==> config.mk <==
export PLATFORM = sky130hd
export DESIGN_NAME = sha256_compress_flat
export DESIGN_NICKNAME = d
export VERILOG_FILES = /design/src/rtl/sha256_pkg.sv /design/src/rtl/sha256_compress_if.sv /design/src/rtl/sha256_round.sv /design/src/rtl/sha256_compress.sv /design/src/flat_wrapper.sv
export SDC_FILE = /design/constraint.sdc
export NUM_CORES = 2
export LEC_CHECK = 0
export ABC_AREA = 1
export BUFFER_PORTS_ARGS = -buffer_cell sky130_fd_sc_hd__buf_2
export CORE_AREA = 2 2 381 383
export CTS_BUF_LIST = sky130_fd_sc_hd__clkbuf_4 sky130_fd_sc_hd__clkbuf_8 sky130_fd_sc_hd__clkbuf_16
export DETAILED_ROUTE_END_ITERATION = 12
export DIE_AREA = 0 0 383 385
export PLACE_DENSITY_LB_ADDON = 0.15
export REMOVE_ABC_BUFFERS = 1
export SLEW_MARGIN = 20
export SYNTH_ARGS = -nofsm -noshare
export SYNTH_HDL_FRONTEND = slang
export SYNTH_HIERARCHICAL = 1
export SYNTH_SLANG_ARGS = --single-unit
==> constraint.sdc <==
create_clock -name clk -period 8.85 [get_ports clk]
set_input_delay 0.4425 -clock clk [delete_from_list [all_inputs] [get_ports clk]]
set_output_delay 0.4425 -clock clk [all_outputs]
set_load 0.01 [all_outputs]
==> src/rtl/sha256_pkg.sv <==
// SHA-256 shared definitions: round constants, initial hash value,
// the four round helper functions and the compression FSM state type.
package sha256_pkg;

   localparam int SHA_DW     = 32;
   localparam int SHA_ROUNDS = 64;

   typedef enum logic [1:0] {
      ST_IDLE  = 2'd0,
      ST_ROUND = 2'd1,
      ST_ADD   = 2'd2
   } state_e;

   // Working variables a..h; a sits in the top word so the packed layout
   // matches the H0..H7 ordering of the hash bus.
   typedef struct packed {
      logic [31:0] a;
      logic [31:0] b;
      logic [31:0] c;
      logic [31:0] d;
      logic [31:0] e;
      logic [31:0] f;
      logic [31:0] g;
      logic [31:0] h;
   } work_t;

   localparam logic [255:0] IV = 256'h6a09e667_bb67ae85_3c6ef372_a54ff53a_510e527f_9b05688c_1f83d9ab_5be0cd19;

   localparam logic [31:0] K [0:63] = '{
      32'h428a2f98, 32'h71374491, 32'hb5c0fbcf, 32'he9b5dba5, 32'h3956c25b, 32'h59f111f1, 32'h923f82a4, 32'hab1c5ed5,
      32'hd807aa98, 32'h12835b01, 32'h243185be, 32'h550c7dc3, 32'h72be5d74, 32'h80deb1fe, 32'h9bdc06a7, 32'hc19bf174,
      32'he49b69c1, 32'hefbe4786, 32'h0fc19dc6, 32'h240ca1cc, 32'h2de92c6f, 32'h4a7484aa, 32'h5cb0a9dc, 32'h76f988da,
      32'h983e5152, 32'ha831c66d, 32'hb00327c8, 32'hbf597fc7, 32'hc6e00bf3, 32'hd5a79147, 32'h06ca6351, 32'h14292967,
      32'h27b70a85, 32'h2e1b2138, 32'h4d2c6dfc, 32'h53380d13, 32'h650a7354, 32'h766a0abb, 32'h81c2c92e, 32'h92722c85,
      32'ha2bfe8a1, 32'ha81a664b, 32'hc24b8b70, 32'hc76c51a3, 32'hd192e819, 32'hd6990624, 32'hf40e3585, 32'h106aa070,
      32'h19a4c116, 32'h1e376c08, 32'h2748774c, 32'h34b0bcb5, 32'h391c0cb3, 32'h4ed8aa4a, 32'h5b9cca4f, 32'h682e6ff3,
      32'h748f82ee, 32'h78a5636f, 32'h84c87814, 32'h8cc70208, 32'h90befffa, 32'ha4506ceb, 32'hbef9a3f7, 32'hc67178f2
   };

   function automatic logic [31:0] rotr(input logic [31:0] x, input int unsigned n);
      return (x >> n) | (x << (32 - n));
   endfunction

   function automatic logic [31:0] big_sigma0(input logic [31:0] x);
      return rotr(x, 2) ^ rotr(x, 13) ^ rotr(x, 22);
   endfunction

   function automatic logic [31:0] big_sigma1(input logic [31:0] x);
      return rotr(x, 6) ^ rotr(x, 11) ^ rotr(x, 25);
   endfunction

   function automatic logic [31:0] ch(input logic [31:0] e, input logic [31:0] f, input logic [31:0] g);
      return (e & f) ^ (~e & g);
   endfunction

   function automatic logic [31:0] maj(input logic [31:0] a, input logic [31:0] b, input logic [31:0] c);
      return (a & b) ^ (a & c) ^ (b & c);
   endfunction

endpackage

==> src/rtl/sha256_compress_if.sv <==
// Hash-RAM / scheduler side bus of the compression core.
// master = block controller (drives start, hash, schedule words),
// slave  = compression core.
interface sha256_compress_if
   import sha256_pkg::*;
#(
   parameter int DATA_WIDTH = SHA_DW
) ();

   logic                      i_start;
   logic [8*DATA_WIDTH-1:0]   i_hash;
   logic [DATA_WIDTH-1:0]     i_w;
   logic                      i_w_valid;
   logic                      o_w_ready;
   logic [5:0]                o_round;
   logic [8*DATA_WIDTH-1:0]   o_hash;
   logic                      o_hash_we;
   logic                      o_busy;
   logic                      o_done;

   modport master (
      output i_start, i_hash, i_w, i_w_valid,
      input  o_w_ready, o_round, o_hash, o_hash_we, o_busy, o_done
   );

   modport slave (
      input  i_start, i_hash, i_w, i_w_valid,
      output o_w_ready, o_round, o_hash, o_hash_we, o_busy, o_done
   );

endinterface

==> src/rtl/sha256_round.sv <==
// One combinational SHA-256 round: (a..h, K_t, W_t) -> next a..h.
module sha256_round
   import sha256_pkg::*;
(
   input  work_t       i_work,
   input  logic [31:0] i_k,
   input  logic [31:0] i_w,
   output work_t       o_work
);

   logic [31:0] t1;
   logic [31:0] t2;

   // Compute T1/T2 and rotate the working variables down by one slot.
   always_comb begin
      t1 = i_work.h + big_sigma1(i_work.e) + ch(i_work.e, i_work.f, i_work.g) + i_k + i_w;
      t2 = big_sigma0(i_work.a) + maj(i_work.a, i_work.b, i_work.c);
      o_work.a = t1 + t2;
      o_work.b = i_work.a;
      o_work.c = i_work.b;
      o_work.d = i_work.c;
      o_work.e = i_work.d + t1;
      o_work.f = i_work.e;
      o_work.g = i_work.f;
      o_work.h = i_work.g;
   end

endmodule

==> src/rtl/sha256_compress.sv <==
// Iterative SHA-256 compression: one round per accepted schedule word,
// then a final add into H and a one-cycle hash RAM write strobe.
module sha256_compress
   import sha256_pkg::*;
#(
   parameter int DATA_WIDTH = SHA_DW,
   parameter int ROUNDS     = SHA_ROUNDS
) (
   input  logic             clk,
   input  logic             rst_n,
   sha256_compress_if.slave bus
);

   localparam int         WORDS      = 8;
   localparam logic [5:0] LAST_ROUND = 6'(ROUNDS - 1);

   state_e                     state_q, state_d;
   logic [5:0]                 t_q, t_d;
   work_t                      work_q, work_d;
   work_t                      h_q, h_d;
   work_t                      round_out;
   logic [WORDS*DATA_WIDTH-1:0] hash_q, hash_d;
   logic [WORDS*DATA_WIDTH-1:0] hash_sum;
   logic                       we_q, we_d;
   logic                       done_q, done_d;
   logic                       busy_q, busy_d;
   logic                       ready_q, ready_d;

   sha256_round u_round (
      .i_work (work_q),
      .i_k    (K[t_q]),
      .i_w    (bus.i_w),
      .o_work (round_out)
   );

   // Final feed-forward: each H word plus its working variable, mod 2^32.
   genvar gi;
   generate
      for (gi = 0; gi < WORDS; gi++) begin : g_add
         assign hash_sum[DATA_WIDTH*(WORDS-gi)-1 -: DATA_WIDTH] =
            h_q[DATA_WIDTH*(WORDS-gi)-1 -: DATA_WIDTH] + work_q[DATA_WIDTH*(WORDS-gi)-1 -: DATA_WIDTH];
      end
   endgenerate

   // Next-state logic for the IDLE -> ROUND -> ADD sequence.
   always_comb begin
      state_d = state_q;
      t_d     = t_q;
      work_d  = work_q;
      h_d     = h_q;
      hash_d  = hash_q;
      we_d    = 1'b0;
      done_d  = 1'b0;
      busy_d  = busy_q;
      ready_d = ready_q;
      case (state_q)
         ST_IDLE: begin
            if (bus.i_start) begin
               h_d     = work_t'(bus.i_hash);
               work_d  = work_t'(bus.i_hash);
               t_d     = 6'd0;
               state_d = ST_ROUND;
               busy_d  = 1'b1;
               ready_d = 1'b1;
            end
         end
         ST_ROUND: begin
            // A low valid is a stall: nothing moves.
            if (bus.i_w_valid) begin
               work_d = round_out;
               t_d    = t_q + 6'd1;
               if (t_q == LAST_ROUND) begin
                  state_d = ST_ADD;
                  ready_d = 1'b0;
               end
            end
         end
         ST_ADD: begin
            hash_d  = hash_sum;
            we_d    = 1'b1;
            done_d  = 1'b1;
            busy_d  = 1'b0;
            state_d = ST_IDLE;
         end
         default: begin
            state_d = ST_IDLE;
            busy_d  = 1'b0;
            ready_d = 1'b0;
         end
      endcase
   end

   // State and output registers; reset aborts any block in flight.
   always_ff @(posedge clk or negedge rst_n) begin
      if (!rst_n) begin
         state_q <= ST_IDLE;
         t_q     <= 6'd0;
         work_q  <= '0;
         h_q     <= '0;
         hash_q  <= '0;
         we_q    <= 1'b0;
         done_q  <= 1'b0;
         busy_q  <= 1'b0;
         ready_q <= 1'b0;
      end else begin
         state_q <= state_d;
         t_q     <= t_d;
         work_q  <= work_d;
         h_q     <= h_d;
         hash_q  <= hash_d;
         we_q    <= we_d;
         done_q  <= done_d;
         busy_q  <= busy_d;
         ready_q <= ready_d;
      end
   end

   assign bus.o_w_ready = ready_q;
   assign bus.o_round   = t_q;
   assign bus.o_hash    = hash_q;
   assign bus.o_hash_we = we_q;
   assign bus.o_done    = done_q;
   assign bus.o_busy    = busy_q;

endmodule

==> src/flat_wrapper.sv <==
// flat-port wrapper written by rule: the top's interface ports become plain ports
module sha256_compress_flat import sha256_pkg::*;
#(
   parameter int DATA_WIDTH = SHA_DW,
   parameter int ROUNDS     = SHA_ROUNDS
)
  (clk, rst_n, bus_i_start, bus_i_hash, bus_i_w, bus_i_w_valid, bus_o_w_ready, bus_o_round, bus_o_hash, bus_o_hash_we, bus_o_busy, bus_o_done);
  sha256_compress_if #(.DATA_WIDTH(DATA_WIDTH)) bus_i ();
  input  logic clk;
  input  logic rst_n;
  input wire logic [$bits(bus_i.i_start)-1:0] bus_i_start;
  input wire logic [$bits(bus_i.i_hash)-1:0] bus_i_hash;
  input wire logic [$bits(bus_i.i_w)-1:0] bus_i_w;
  input wire logic [$bits(bus_i.i_w_valid)-1:0] bus_i_w_valid;
  output wire logic [$bits(bus_i.o_w_ready)-1:0] bus_o_w_ready;
  output wire logic [$bits(bus_i.o_round)-1:0] bus_o_round;
  output wire logic [$bits(bus_i.o_hash)-1:0] bus_o_hash;
  output wire logic [$bits(bus_i.o_hash_we)-1:0] bus_o_hash_we;
  output wire logic [$bits(bus_i.o_busy)-1:0] bus_o_busy;
  output wire logic [$bits(bus_i.o_done)-1:0] bus_o_done;
  assign bus_i.i_start = bus_i_start;
  assign bus_i.i_hash = bus_i_hash;
  assign bus_i.i_w = bus_i_w;
  assign bus_i.i_w_valid = bus_i_w_valid;
  assign bus_o_w_ready = bus_i.o_w_ready;
  assign bus_o_round = bus_i.o_round;
  assign bus_o_hash = bus_i.o_hash;
  assign bus_o_hash_we = bus_i.o_hash_we;
  assign bus_o_busy = bus_i.o_busy;
  assign bus_o_done = bus_i.o_done;
  sha256_compress #(.DATA_WIDTH(DATA_WIDTH), .ROUNDS(ROUNDS)) u_core (.clk(clk), .rst_n(rst_n), .bus(bus_i));
endmodule
==> flow_metrics.tcl <==
set metrics [dict create \
    status "complete, no violations" \
    setup_ws_ns 0.4541 \
    critPathLaunch "u_core/bus.o_round[0]" \
    period_needed_ns 8.396 \
    core-area_um2 143100 \
    synth_top_area_frac 0.3047 \
    h-tree-depth 3 \
    crit_type "register to register" \
    yosysSeqAreaShare 0.3047 \
    place_ws_ns 0.4702 \
    synth_edf_count 0 \
    cp-end-kind "register" \
    tightest_slew_ns 1.023 \
    cts_tree "done" \
    hold_violations 0 \
    cpMostUsedCell "inv_1" \
    ant_nets 0 \
    min_period_over_period 0.9487 \
    grt_max_degree 209 \
    clock_skew_ns 0.04409 \
    regToRegSetupSlack_ns 0.45 \
    dp_cells 11740 \
    max_freq_ghz 0.1191 \
    max_stage_delay_ns 0.55 \
    cp_max_fo 9 \
    ys.flop_type "dfrtp_1" \
    r2r-start "u_core/bus.o_round[0]" \
    slew_violations 0 \
    synth_area_leader_cell "dfrtp_1" \
    syn_inst 9666 \
    syn_avg_cell_area_um2 6.618 \
    instances_no_fill 12150 \
    wl_per_cell_um 22.04 \
    cp.required_ns 9.49 \
    routed_wl_mm 267.9 \
    max-cap-violations 0 \
    remaining_drc_errors 0 \
    num_rows 139 \
    grt_pass1_wl_mm 395.5 \
    min-delay-start "bus_i_hash[54]" \
    holdWs_ns 0.03379 \
    rsz0062_at_grt "no" \
    grt_antenna_before_repair 7 \
    area_growth_pct 14.12 \
    clock_sinks 779 \
    async_reset_ff_frac 1.000 \
    die_h_um 385 \
    fin_nets 10960 \
    track_usage 0.3576 \
    slew-limit-headroom 0.3182 \
    die_area_um2 147500 \
    synth.distinct_cells 60 \
    start_util 0.4469 \
    cts.path.max_buffers 3 \
    grt_pass1_vias 62140 \
    cts-root-buf "clkbuf_16" \
    hp-class "input port to register" \
    ys_seq_elements 779 \
    synth_area_leaders "dfrtp_1 (30%), nand2_1 (23%), inv_1 (7.7%), ha_1 (7.0%), nor2_1 (4.2%)" \
    ios 558 \
    die_w_um 383 \
    dp_hpwl_mm 213.0 \
    viasPerCell 5.299 \
    netlist_area_um2 63970 \
    ys_warn_count 6 \
    worstPathArrival_ns 9.04 \
    vias 64400 \
    grt.overflow.total 0 \
    drtIter0Drc 5424 \
    clkTransAtPathRegs_ns 0.06 \
    clock_latency_ns 0.75 \
    cp-start-kind "register" \
    cts_made_buffers 93 \
    setup_violations 0 \
    first_pass_iters 6 \
    crit_slowest_cell "fa_1" \
    port_buffers 557 \
    gp_congestion 1.014 \
    drive_above_1_share 0.08615 \
]
==> kinds of logic after synthesis <==
kind of cell | count (synthesis) | share of synthesized area
AO/OA/AOI/OAI | 1029 | 0.09365
buffers and inverters | 1792 | 0.1186
AND/OR/NAND/NOR | 5218 | 0.3213
XOR/XNOR | 324 | 0.04436
adder cells (fa/ha/maj) | 493 | 0.1120
flip-flops | 779 | 0.3047
multiplexers | 31 | 0.005418
==> path summary, 6_finish.rpt <==
kind	to	depth (start not counted)
min in group asynchronous	u_core/bus.o_hash[71]	2
max reg2reg	u_core/work_q[248]	32
min	u_core/h_q[54]	3
min reg2reg	u_core/bus.o_hash[1]	2
max in group asynchronous	u_core/bus.o_hash[249]	4
max	u_core/work_q[248]	32
==> state kept, by name, summed over array words and instances (netlist names) <==
register / cells
u_core/bus.o_w_ready: 1
u_core/bus.o_hash: 256
u_core/bus.o_done: 1
u_core/h_q: 256
u_core/state_q: 2
u_core/bus.o_busy: 1
u_core/work_q: 256
u_core/bus.o_round: 6
==> per-stage QoR <==
| stage | utilization | area, µm² | TNS, ns |
|---|---|---|---|
| 2_1_floorplan | - | 61360 | -1618.40 |
| 3_3_place_gp | 0.4703 | 67320 | 0 |
| 3_5_place_dp | 0.4703 | 67320 | 0 |
| 4_1_cts | 0.5099 | 72980 | 0 |
| 5_1_grt | 0.5100 | 73010 | 0 |
| 6_report | 0.5101 | 73010 | 0 |
==> layout make-up <==
cell class	count	area, µm²
flip-flops and latches	779	19490
inverters	1325	5004
diodes	1	2.502
clock buffers	127	2658
clock inverters	43	556.8
fillers	14790	70130
repair buffers	881	5993
multi-input cells	7095	36920
well taps	1903	2381
==> cells in the final DEF, fill, tap and decap left out, types with 16 or more instances in the layout <==
cell / Yosys / layout
a21o_1: 27 / 27
a21oi_1: 348 / 348
a31oi_1: 270 / 269
buf_2: 99 / 556
buf_4: 196 / 67
clkbuf_16: 0 / 93
clkbuf_4: 0 / 22
clkinv_2: 0 / 16
dfrtp_1: 779 / 779
dlygate4sd3_1: 0 / 245
fa_1: 133 / 133
ha_1: 358 / 358
inv_1: 1315 / 1315
mux2_2: 29 / 29
nand2_1: 3891 / 3891
nand3_1: 454 / 454
nand3b_1: 36 / 36
nand4_1: 35 / 35
nor2_1: 719 / 718
nor3_1: 55 / 55
o211ai_1: 17 / 17
o21ai_0: 226 / 226
o21bai_1: 61 / 61
xnor2_1: 194 / 194
xor2_1: 130 / 130
==> layer usage <==
layer,part of all wire,vias up,global-route usage,routed length (µm)
met2,0.47,2322,0.6038,126700
met3,0.058,494,0.03712,15670
li1,-,31010,-,-
met4,0.054,8,0.1701,14470
met1,0.41,30570,0.4589,111000
met5,0.00021,-,0,55
==> repair_timing <==
action                     in CTS  in global routing
setup buffers                   0                  2
setup endpoints to repair       0                  5
gates resized for setup         0                  1
hold buffers                  245                  0
hold endpoints to repair      465                  0
==> Yosys cell counts (130+ instances only) <==
library cell     n
nand2_1       3891
inv_1         1315
dfrtp_1        779
nor2_1         719
nand3_1        454
ha_1           358
a21oi_1        348
a31oi_1        270
o21ai_0        226
buf_4          196
xnor2_1        194
clkbuf_1       162
fa_1           133
xor2_1         130
==> worst max-delay path, delay by kind of cell, from the launching register on <==
kind	cells	cell delay, ns
AOI/OAI and AO/OA	8	1.76
xor gates and xnor gates	2	0.63
adders and majority gates	7	3.18
buffers and inverters	6	0.76
DFF	1	0.38
and+or+nand+nor	9	1.63
Power is left out: the tool's default activity adds up to more than one toggle a clock period on the data nets, which glitch-free logic cannot reach.
